$ cat config.mk
export PLATFORM = sky130hd
export DESIGN_NAME = cpu_sram_arbiter
export DESIGN_NICKNAME = d
export VERILOG_FILES = /design/src/rtl/cpu_sram_arbiter.sv
export SDC_FILE = /design/constraint.sdc
export NUM_CORES = 1
export LEC_CHECK = 0
export CORE_AREA = 8 8 115 117
export CTS_CLUSTER_DIAMETER = 40
export DETAILED_ROUTE_END_ITERATION = 10
export DIE_AREA = 0 0 123 125
export GPL_TIMING_DRIVEN = 0
export PLACE_DENSITY_LB_ADDON = 0.15
export SLEW_MARGIN = 20
export SYNTH_ARGS = -nofsm -noshare
export SYNTH_HDL_FRONTEND = slang
export SYNTH_SLANG_ARGS = --single-unit
$ cat constraint.sdc
create_clock -name clk -period 1.3 [get_ports clk]
set_input_delay 0.195 -clock clk [delete_from_list [all_inputs] [get_ports clk]]
set_output_delay 0.195 -clock clk [all_outputs]
set_load 0.02 [all_outputs]
$ cat src/rtl/cpu_sram_arbiter.sv
// cpu_sram_arbiter: merges inst and data sram-like requesters onto one master port.
// At most one transaction is in flight, and its grant holds from IDLE exit until it completes.
module cpu_sram_arbiter #(
  parameter bit DATA_FIRST = 1'b1
) (
  input  logic        clk,
  input  logic        resetn,
  input  logic        inst_req,
  input  logic        inst_wr,
  input  logic [1:0]  inst_size,
  input  logic [31:0] inst_addr,
  input  logic [31:0] inst_wdata,
  output logic        inst_addr_ok,
  output logic        inst_data_ok,
  output logic [31:0] inst_rdata,
  input  logic        data_req,
  input  logic        data_wr,
  input  logic [1:0]  data_size,
  input  logic [31:0] data_addr,
  input  logic [31:0] data_wdata,
  output logic        data_addr_ok,
  output logic        data_data_ok,
  output logic [31:0] data_rdata,
  output logic        m_req,
  output logic        m_wr,
  output logic [1:0]  m_size,
  output logic [31:0] m_addr,
  output logic [31:0] m_wdata,
  input  logic        m_addr_ok,
  input  logic        m_data_ok,
  input  logic [31:0] m_rdata,
  output logic        proto_err
);
  typedef enum logic [1:0] {IDLE, ADDR, DATA} state_t;
  state_t state;
  logic grant;
  logic inAddr, inData;
  assign inAddr = state == ADDR;
  assign inData = state == DATA;
  // Strobes outside their phase are flagged and never forwarded or acted on.
  always_ff @(posedge clk or negedge resetn)
    if (!resetn) begin
      state     <= IDLE;
      grant     <= 1'b0;
      proto_err <= 1'b0;
    end else begin
      proto_err <= proto_err | (m_data_ok & ~inData) | (m_addr_ok & ~inAddr);
      case (state)
        IDLE: if (inst_req | data_req) begin
          grant <= data_req & (DATA_FIRST | ~inst_req);
          state <= ADDR;
        end
        ADDR: if (m_addr_ok) state <= DATA;
        DATA: if (m_data_ok) state <= IDLE;
        default: state <= IDLE;
      endcase
    end
  always_comb begin
    m_req        = inAddr;
    m_wr         = inAddr & (grant ? data_wr : inst_wr);
    m_size       = inAddr ? (grant ? data_size : inst_size) : 2'd0;
    m_addr       = inAddr ? (grant ? data_addr : inst_addr) : 32'd0;
    m_wdata      = inAddr ? (grant ? data_wdata : inst_wdata) : 32'd0;
    inst_addr_ok = inAddr & ~grant & m_addr_ok;
    data_addr_ok = inAddr & grant & m_addr_ok;
    inst_data_ok = inData & ~grant & m_data_ok;
    data_data_ok = inData & grant & m_data_ok;
    inst_rdata   = m_rdata;
    data_rdata   = m_rdata;
  end
endmodule

* Yosys cells after proc, flatten, opt, wreduce, memory -nomap -nowiden
Cells that the tools add are included.
** Cells by class
- Eq/ne operators :: 5
- Mux-type cells :: 11
- Bitwise operators :: 17
- Reductions and logical operators :: 3
** Operators with widths (number)
- $mux W32 :: 4
- $and A1 B1 Y1 :: 11
- $mux W2 :: 5
- $ne A2 B2 Y1 const B :: 3
- $pmux W2 S3 :: 1
- $not A1 Y1 :: 3
- $or A1 B1 Y1 :: 3
- $reduce_and A3 Y1 :: 1
- $eq A2 B1 Y1 const B :: 1
- $eq A2 B2 Y1 const B :: 1
- $logic_not A2 Y1 :: 1
- $reduce_and A2 Y1 :: 1
- $mux W1 :: 1
** Storage, ports and cells
- Flip-flop bits (word level) :: 4
- Bits of input ports :: 172
- Logic and storage cells :: 39

* Depth between registers and ports, before layout
Gate-level depths: netlist (run 1).
- Word-level depth :: 5
- Mapped depth :: 5

* Worst setup path before layout (run 1)
No wires, ideal clock.
- Path type :: register -> output
- From :: reg grant
- To :: out data_data_ok
- Data arrival time :: 1.217 ns
- Required time :: 1.105 ns
- Setup slack :: -0.112 ns
- Stages on the path, launching flop included :: 5
- Cell sequence :: dfrtp_1 buf_2 buf_4 inv_1 nor3_1
** On the way
- Word-level cells in the longest chain between the ends :: 2
** RTL lines
- from (decl) :: line 36 : logic grant;
- from (signal assigned) :: line 50 : grant <= data_req & (DATA_FIRST | ~inst_req);
- $and A1 B1 Y1 (2 in a row) :: line 67 : data_data_ok = inData & grant & m_data_ok;
- to (decl) :: line 22 : output logic data_data_ok,
Every way passes these cells.

* Worst setup path after layout (run 1)
- From :: reg grant
- To :: out m_wdata[20]
** On the way
- Word-level cells in the longest chain between the ends :: 2
** RTL lines
- $mux W32 (2 in a row) :: line 63 : m_wdata = inAddr ? (grant ? data_wdata : inst_wdata) : 32'd0;
- to (decl) :: line 28 : output logic [31:0] m_wdata,
Every way passes these cells.

==> impl_metrics.toml, run 1 <==
[sta]
setup_viol = 72
finalCritPeriodShare_pct = 123
final_max_slew_viol_count = 0
finalClockSkew_ns = 0.000188
relSlewSlack_pct = 82.4
worst_slack_ns = -0.300
worst_pin_slew_ns = 0.263
finalHoldViolations = 0
grt_setup_unrepaired = "true"
clock.fmax_mhz = 625
period_minus_slack_ns = 1.60

[logic_synthesis]
netlist_area_sq_um = 1730
yosysSeqAreaShare_pct = 5.77
ys_types = 15
synth_top_area_share_pct = 38.7
synth_warnings = 0
syn_nets = 409
synthCells = 237
synth.avg_cell_area_sq_um = 7.32
synth_top_area_cell = "mux2i_1"
synth_area_leaders = "mux2i_1, buf_4, nor2_1"
ys_ff_latch = 4

[power_and_ir_drop]
clkPwrFrac_pct = 4.9
combPwrFrac_pct = 92.4
switching_share_pct = 45.6
p_seq_share_pct = 2.6
power_mw = 9.57
power_switching_mw = 4.37
power_leakage_nw = 2.40
intPower_mw = 5.20
pwr_density_cell_nw_per_um2 = 1800
vdd_drop_max_mv = 1.06

[cells_and_area]
fillers = 1141
insertedDiodeCount = 0
drive_gt1_share_pct = 42.5
nNetsFinal = 701
multiInputGateArea_sq_um = 1350
seqCellArea_sq_um = 103
final_util_pct = 45.9
area_delta_synth_final_pct = 207
design_area_sq_um = 5330

[placement]
place_hpwl_um = 9600
gp_congestion = 0.779
io_buffers = 276
placed_area_sq_um = 4730

[global_route]
grt-ovfl-total = 0
grt_pass1_vias = 2812
grt_first_pass_wirelength_um = 16000
antenna_found_initial = 0
grt_usage_pct = 13.1
grt_max_degree = 11

[critical_path]
cp_common_cell = "buf_12"
critPathLaunchType = "flip-flop"
crit_slowest_cell = "dfrtp_2"
path_max_fanout = 10
critPathCaptureType = "output port"
crit_required_ns = 1.11
path_class = "flip-flop to output port"
path_cells = "buf_12 -> buf_12 -> mux2i_2 -> nor2_4 -> buf_6"
worst_ep_arrival_time_ns = 1.40
slowest_delay_ns = 0.42

[drt]
drt_wl_total_um = 11200
detail-route-antenna-nets = 0
vias_per_cell = 3.85
drc_errors = 0
drtIter0Drc = 44
first_pass_iters = 6
wl_per_cell_um = 16.7
vias = 2597

[cts]
cts_tree = "done"
clk_pin_slew_ns = 0.03
htreeDepth = 1
clockRootBuffer = "clkbuf_16"
cts_sinks = 4
cts_buffers = 3
clock_path_buffers = 2
clock_latency_ns = 0.22

[flow_run]
max-cap-violations = 0

[die]
rows = 40
die_y_um = 125
die_w_um = 123
core_area_sq_um = 11600
ios = 309
start_util_pct = 14.9
die_area_sq_um = 15400

[outcome]
outcome = "finished with violations"
violations = "negative setup slack"

[min_path]
hp-class = "input port to asynchronous set/reset pin"
-- synthesized netlist by cell type --
cell and instances:
buf_4 71, a22o_1 1, buf_6 2, buf_2 7
nand2b_1 2, nand3b_1 1, o21ai_0 1, dfrtp_1 4
nor2_2 9, a211oi_1 2, nor2_1 62, inv_1 3
nor3_1 4, nand2_1 1, mux2i_1 67
-- power groups by stage --
stage | combinational [mW] | clock [mW] | sequential [mW]
6_report | 8.85 | 0.474 | 0.252
5_1_grt | 9.34 | 0.500 | 0.262
4_1_cts | 8.30 | 0.482 | 0.252
3_5_place_dp | 7.07 | 0 | 0.214
3_3_place_gp | 7.05 | 0 | 0.214
2_1_floorplan | 3.97 | 0 | 0.204
-- per-stage QoR --
stage / instances / hold WS [ns] / setup WS (ns) / setup TNS (ns)
2_1_floorplan: 237 / -0.101 / -0.0347 / -1.47
4_1_cts: 670 / 0.188 / -0.318 / -18.89
3_3_place_gp: 660 / 0.415 / -0.693 / -42.45
3_5_place_dp: 660 / 0.421 / -0.697 / -43.13
5_1_grt: 674 / 0.199 / -0.359 / -22.14
6_report: 674 / 0.183 / -0.300 / -17.63
-- layout make-up --
type                    count  area share [%]
multi-input cells         150            25.2
flip-flops and latches      4            1.93
plain buffers              79            13.4
clock buffers               3            1.41
repair buffers            288            54.2
inverters                   3           0.352
well taps                 147            3.45
-- per-layer routing --
| layer | GRT usage (%) | vias to the layer above | routed length [um] |
|---|---|---|---|
| met5 | 0 | - | 0 |
| met4 | 2.27 | 0 | 90 |
| met3 | 5.18 | 6 | 1530 |
| met2 | 26.1 | 168 | 5970 |
| met1 | 12.1 | 1127 | 3640 |
| li1 | - | 1296 | - |
-- layout by cell type (no fill, tap or decap) --
master	n
inv_6	1
mux2i_2	10
dlygate4sd2_1	1
buf_2	17
o21ai_0	1
nand2b_4	2
nand2_1	1
mux2i_4	10
buf_16	4
nor3_1	2
buf_8	1
nor2_4	12
nor3_4	2
bufbuf_16	1
inv_1	1
clkdlybuf4s50_1	203
a22o_1	1
buf_6	37
nand3b_1	1
a211oi_1	2
dfrtp_1	2
nor2_2	18
dfrtp_2	2
nor2_1	41
clkbuf_16	4
mux2i_1	47
buf_4	93
buf_12	9
inv_4	1
-- repair_timing --
item,4_1_cts,5_1_grt
gates resized for setup,432,50
cloned,5,1
endpoints found under the hold margin,0,0
hold buffers,0,0
setup endpoints to repair,73,72
buffers inserted,2,4
pin swaps,5,8
-- logic make-up (layout without fill, tap and decap cells) --
family | Yosys count | count (layout) | share of synthesized area, %
simple gates | 79 | 79 | 19.2
flops | 4 | 4 | 5.77
compound gates | 4 | 4 | 1.66
mux | 67 | 67 | 38.7
buf+inv | 83 | 373 | 34.7
-- worst paths after layout --
| kind | cells past startpoint | slack [ns] | to | startpoint |
|---|---|---|---|---|
| min in group clk | 2 | 0.54 | proto_err$_DFF_PN0_ | proto_err$_DFF_PN0_ |
| setup reg to reg | 4 | 0.11 | proto_err$_DFF_PN0_ | state[1]$_DFFE_PN0P_ |
| hold reg to reg | 2 | 0.54 | proto_err$_DFF_PN0_ | proto_err$_DFF_PN0_ |
| hold / removal | 1 | 0.18 | state[1]$_DFFE_PN0P_ | resetn |
| max in group asynchronous | 1 | 0.93 | grant$_DFFE_PN0P_ | resetn |
| setup / recovery | 5 | -0.30 | m_wdata[20] | grant$_DFFE_PN0P_ |
-- worst max-delay path, delay by kind of cell (launching register included) --
| family | cells | cell delay, ns |
|---|---|---|
| buffers and inverters | 3 | 0.44 |
| DFF | 1 | 0.42 |
| muxes | 1 | 0.27 |
| and+or+nand+nor | 1 | 0.05 |
-- state kept, by name (all words and copies together), names as in the netlist --
name and flops:
state 2, proto_err 1, grant 1
(Power assumes the default switching activity.)
==> run 2: changes to the inputs <==
--- a/config.mk
+++ b/config.mk
@@ -9,7 +9,6 @@
 export CTS_CLUSTER_DIAMETER = 40
 export DETAILED_ROUTE_END_ITERATION = 10
 export DIE_AREA = 0 0 123 125
-export GPL_TIMING_DRIVEN = 0
 export PLACE_DENSITY_LB_ADDON = 0.15
 export SLEW_MARGIN = 20
 export SYNTH_ARGS = -nofsm -noshare
==> run 2 against run 1 <==
Net effect: largest power group unchanged; core utilization down 12 points; critical path type unchanged; register-to-register slack worse by 0.04 ns; global-route usage down 2.2 points; sequential cell count unchanged; worst hold slack worse by 0.0050 ns; final area down 26%; worst setup slack worse by 0.094 ns; the flow still finishes with violations (negative setup slack).
==> impl_metrics.toml, run 2 (synthesis results as in run 1) <==
[die]
die_y_um = 125
die_area_sq_um = 15400
die_w_um = 123
core_area_sq_um = 11600
start_util_pct = 14.9
rows = 40
ios = 309

[power_and_ir_drop]
pwr_density_cell_nw_per_um2 = 2080
vdd_drop_max_mv = 0.906
p_seq_share_pct = 3.3
combPwrFrac_pct = 90.6
power_switching_mw = 3.81
intPower_mw = 4.38
switching_share_pct = 46.5
clkPwrFrac_pct = 6.1
power_leakage_nw = 1.80

[placement]
gp_congestion = 0.711
place_hpwl_um = 7360
place_ws_ns = -0.556
io_buffers = 212
place_inst = 530

[cells_and_area]
largest-register = "state"
final_cell_count_no_fill = 553
nNetsFinal = 579
insertedDiodeCount = 0
largest_reg_flops = 2
fillers = 1282
final_common_cell = "clkdlybuf4s50_1"
reg.largest.list = "state: 2 flops, grant: 1 flops, proto_err: 1 flops"
area_delta_synth_final_pct = 127
drive_gt1_share_pct = 37.7
final_cell_mix = "clkdlybuf4s50_1, mux2i_1, buf_4"

[flow_run]
max-cap-violations = 0

[sta]
setup_viol = 72
clock.fmax_mhz = 590
final_max_slew_viol_count = 0
worst_pin_slew_ns = 0.227
period_minus_slack_ns = 1.69
worst_slack_ns = -0.394
finalHoldViolations = 0
finalCritPeriodShare_pct = 130
grt_setup_unrepaired = "true"
relSlewSlack_pct = 84.9
finalClockSkew_ns = 0.00137

[min_path]
hp-class = "input port to asynchronous set/reset pin"

[critical_path]
critPathLaunchType = "flip-flop"
crit_required_ns = 1.11
critPathCaptureType = "output port"
worst_ep_arrival_time_ns = 1.50
path_class = "flip-flop to output port"
path_max_fanout = 11

[cts]
clock_latency_ns = 0.23
clock_path_buffers = 2
clk_pin_slew_ns = 0.03
clockRootBuffer = "clkbuf_16"
cts_tree = "done"
cts_sinks = 4
htreeDepth = 1
cts_buffers = 3

[global_route]
grt_pass1_vias = 2344
grt_first_pass_wirelength_um = 13200
grt-ovfl-total = 0
antenna_found_initial = 0
grt_max_degree = 24
grt_usage_pct = 11.0

[drt]
first_pass_iters = 3
vias = 2133
drtIter0Drc = 24
drt_wl_total_um = 9230
drc_errors = 0
vias_per_cell = 3.86
detail-route-antenna-nets = 0
wl_per_cell_um = 16.7

[outcome]
outcome = "finished with violations"
violations = "negative setup slack"
-- run 2: worst max-delay path, cell delays in order, from the launching register on --
cell     delay, ns
dfrtp_4       0.54
buf_12        0.18
buf_6         0.11
mux2i_2       0.14
nor2_1        0.13
buf_4         0.16
-- run 2: final timing paths --
kind	from	end	slack [ns]	cells after the start
setup / recovery	grant$_DFFE_PN0P_	m_wdata[8]	-0.39	5
hold / removal	resetn	grant$_DFFE_PN0P_	0.18	1
setup reg to reg	state[0]$_DFFE_PN0P_	proto_err$_DFF_PN0_	0.07	5
hold reg to reg	proto_err$_DFF_PN0_	proto_err$_DFF_PN0_	0.55	2
max in group asynchronous	resetn	grant$_DFFE_PN0P_	0.93	1
min in group clk	m_rdata[16]	data_rdata[16]	0.39	0
-- run 2: repair_timing --
item | in CTS | in global routing
gates resized for setup | 319 | 63
hold buffers | 0 | 0
setup buffers | 5 | 11
cloned | 3 | 1
pin swaps | 2 | 2
endpoints found under the setup margin | 73 | 72
-- run 2: metrics by stage --
stage | setup TNS, ns | area, sq um | power (mW) | util, % | hold slack (ns)
after CTS | -20.41 | 3750 | 7.71 | 32.3 | 0.185
after global routing | -24.26 | 3940 | 8.71 | 34.0 | 0.187
after detailed placement | -32.01 | 3680 | 6.97 | 31.7 | 0.390
after floorplan | -1.47 | 1780 | 4.18 | - | -0.101
after global placement | -31.50 | 3680 | 6.98 | 31.7 | 0.390
final | -20.32 | 3940 | 8.19 | 34.0 | 0.178
-- run 2: layout make-up --
cell class,count,area [sq um],share of cell area (%)
clock buffers,4,78.8,2.00
inverters,3,13.8,0.349
multi-input cells,150,1150,29.1
flip-flops and latches,4,104,2.63
well taps,147,184,4.67
repair buffers,245,2420,61.3
-- run 2: per-layer routing --
metal,track usage [%],wire (um),vias up
li1,-,-,1049
met1,10.3,3140,940
met2,21.3,4910,117
met3,3.06,945,27
met4,4.68,236,0
met5,0,0,-
-- run 2: power groups by stage --
stage	Combinational [mW]	Sequential [mW]	Clock, mW
2_1_floorplan	3.97	0.204	0
3_3_place_gp	6.72	0.256	0
3_5_place_dp	6.71	0.259	0
4_1_cts	6.93	0.264	0.511
5_1_grt	7.91	0.281	0.516
6_report	7.42	0.271	0.499
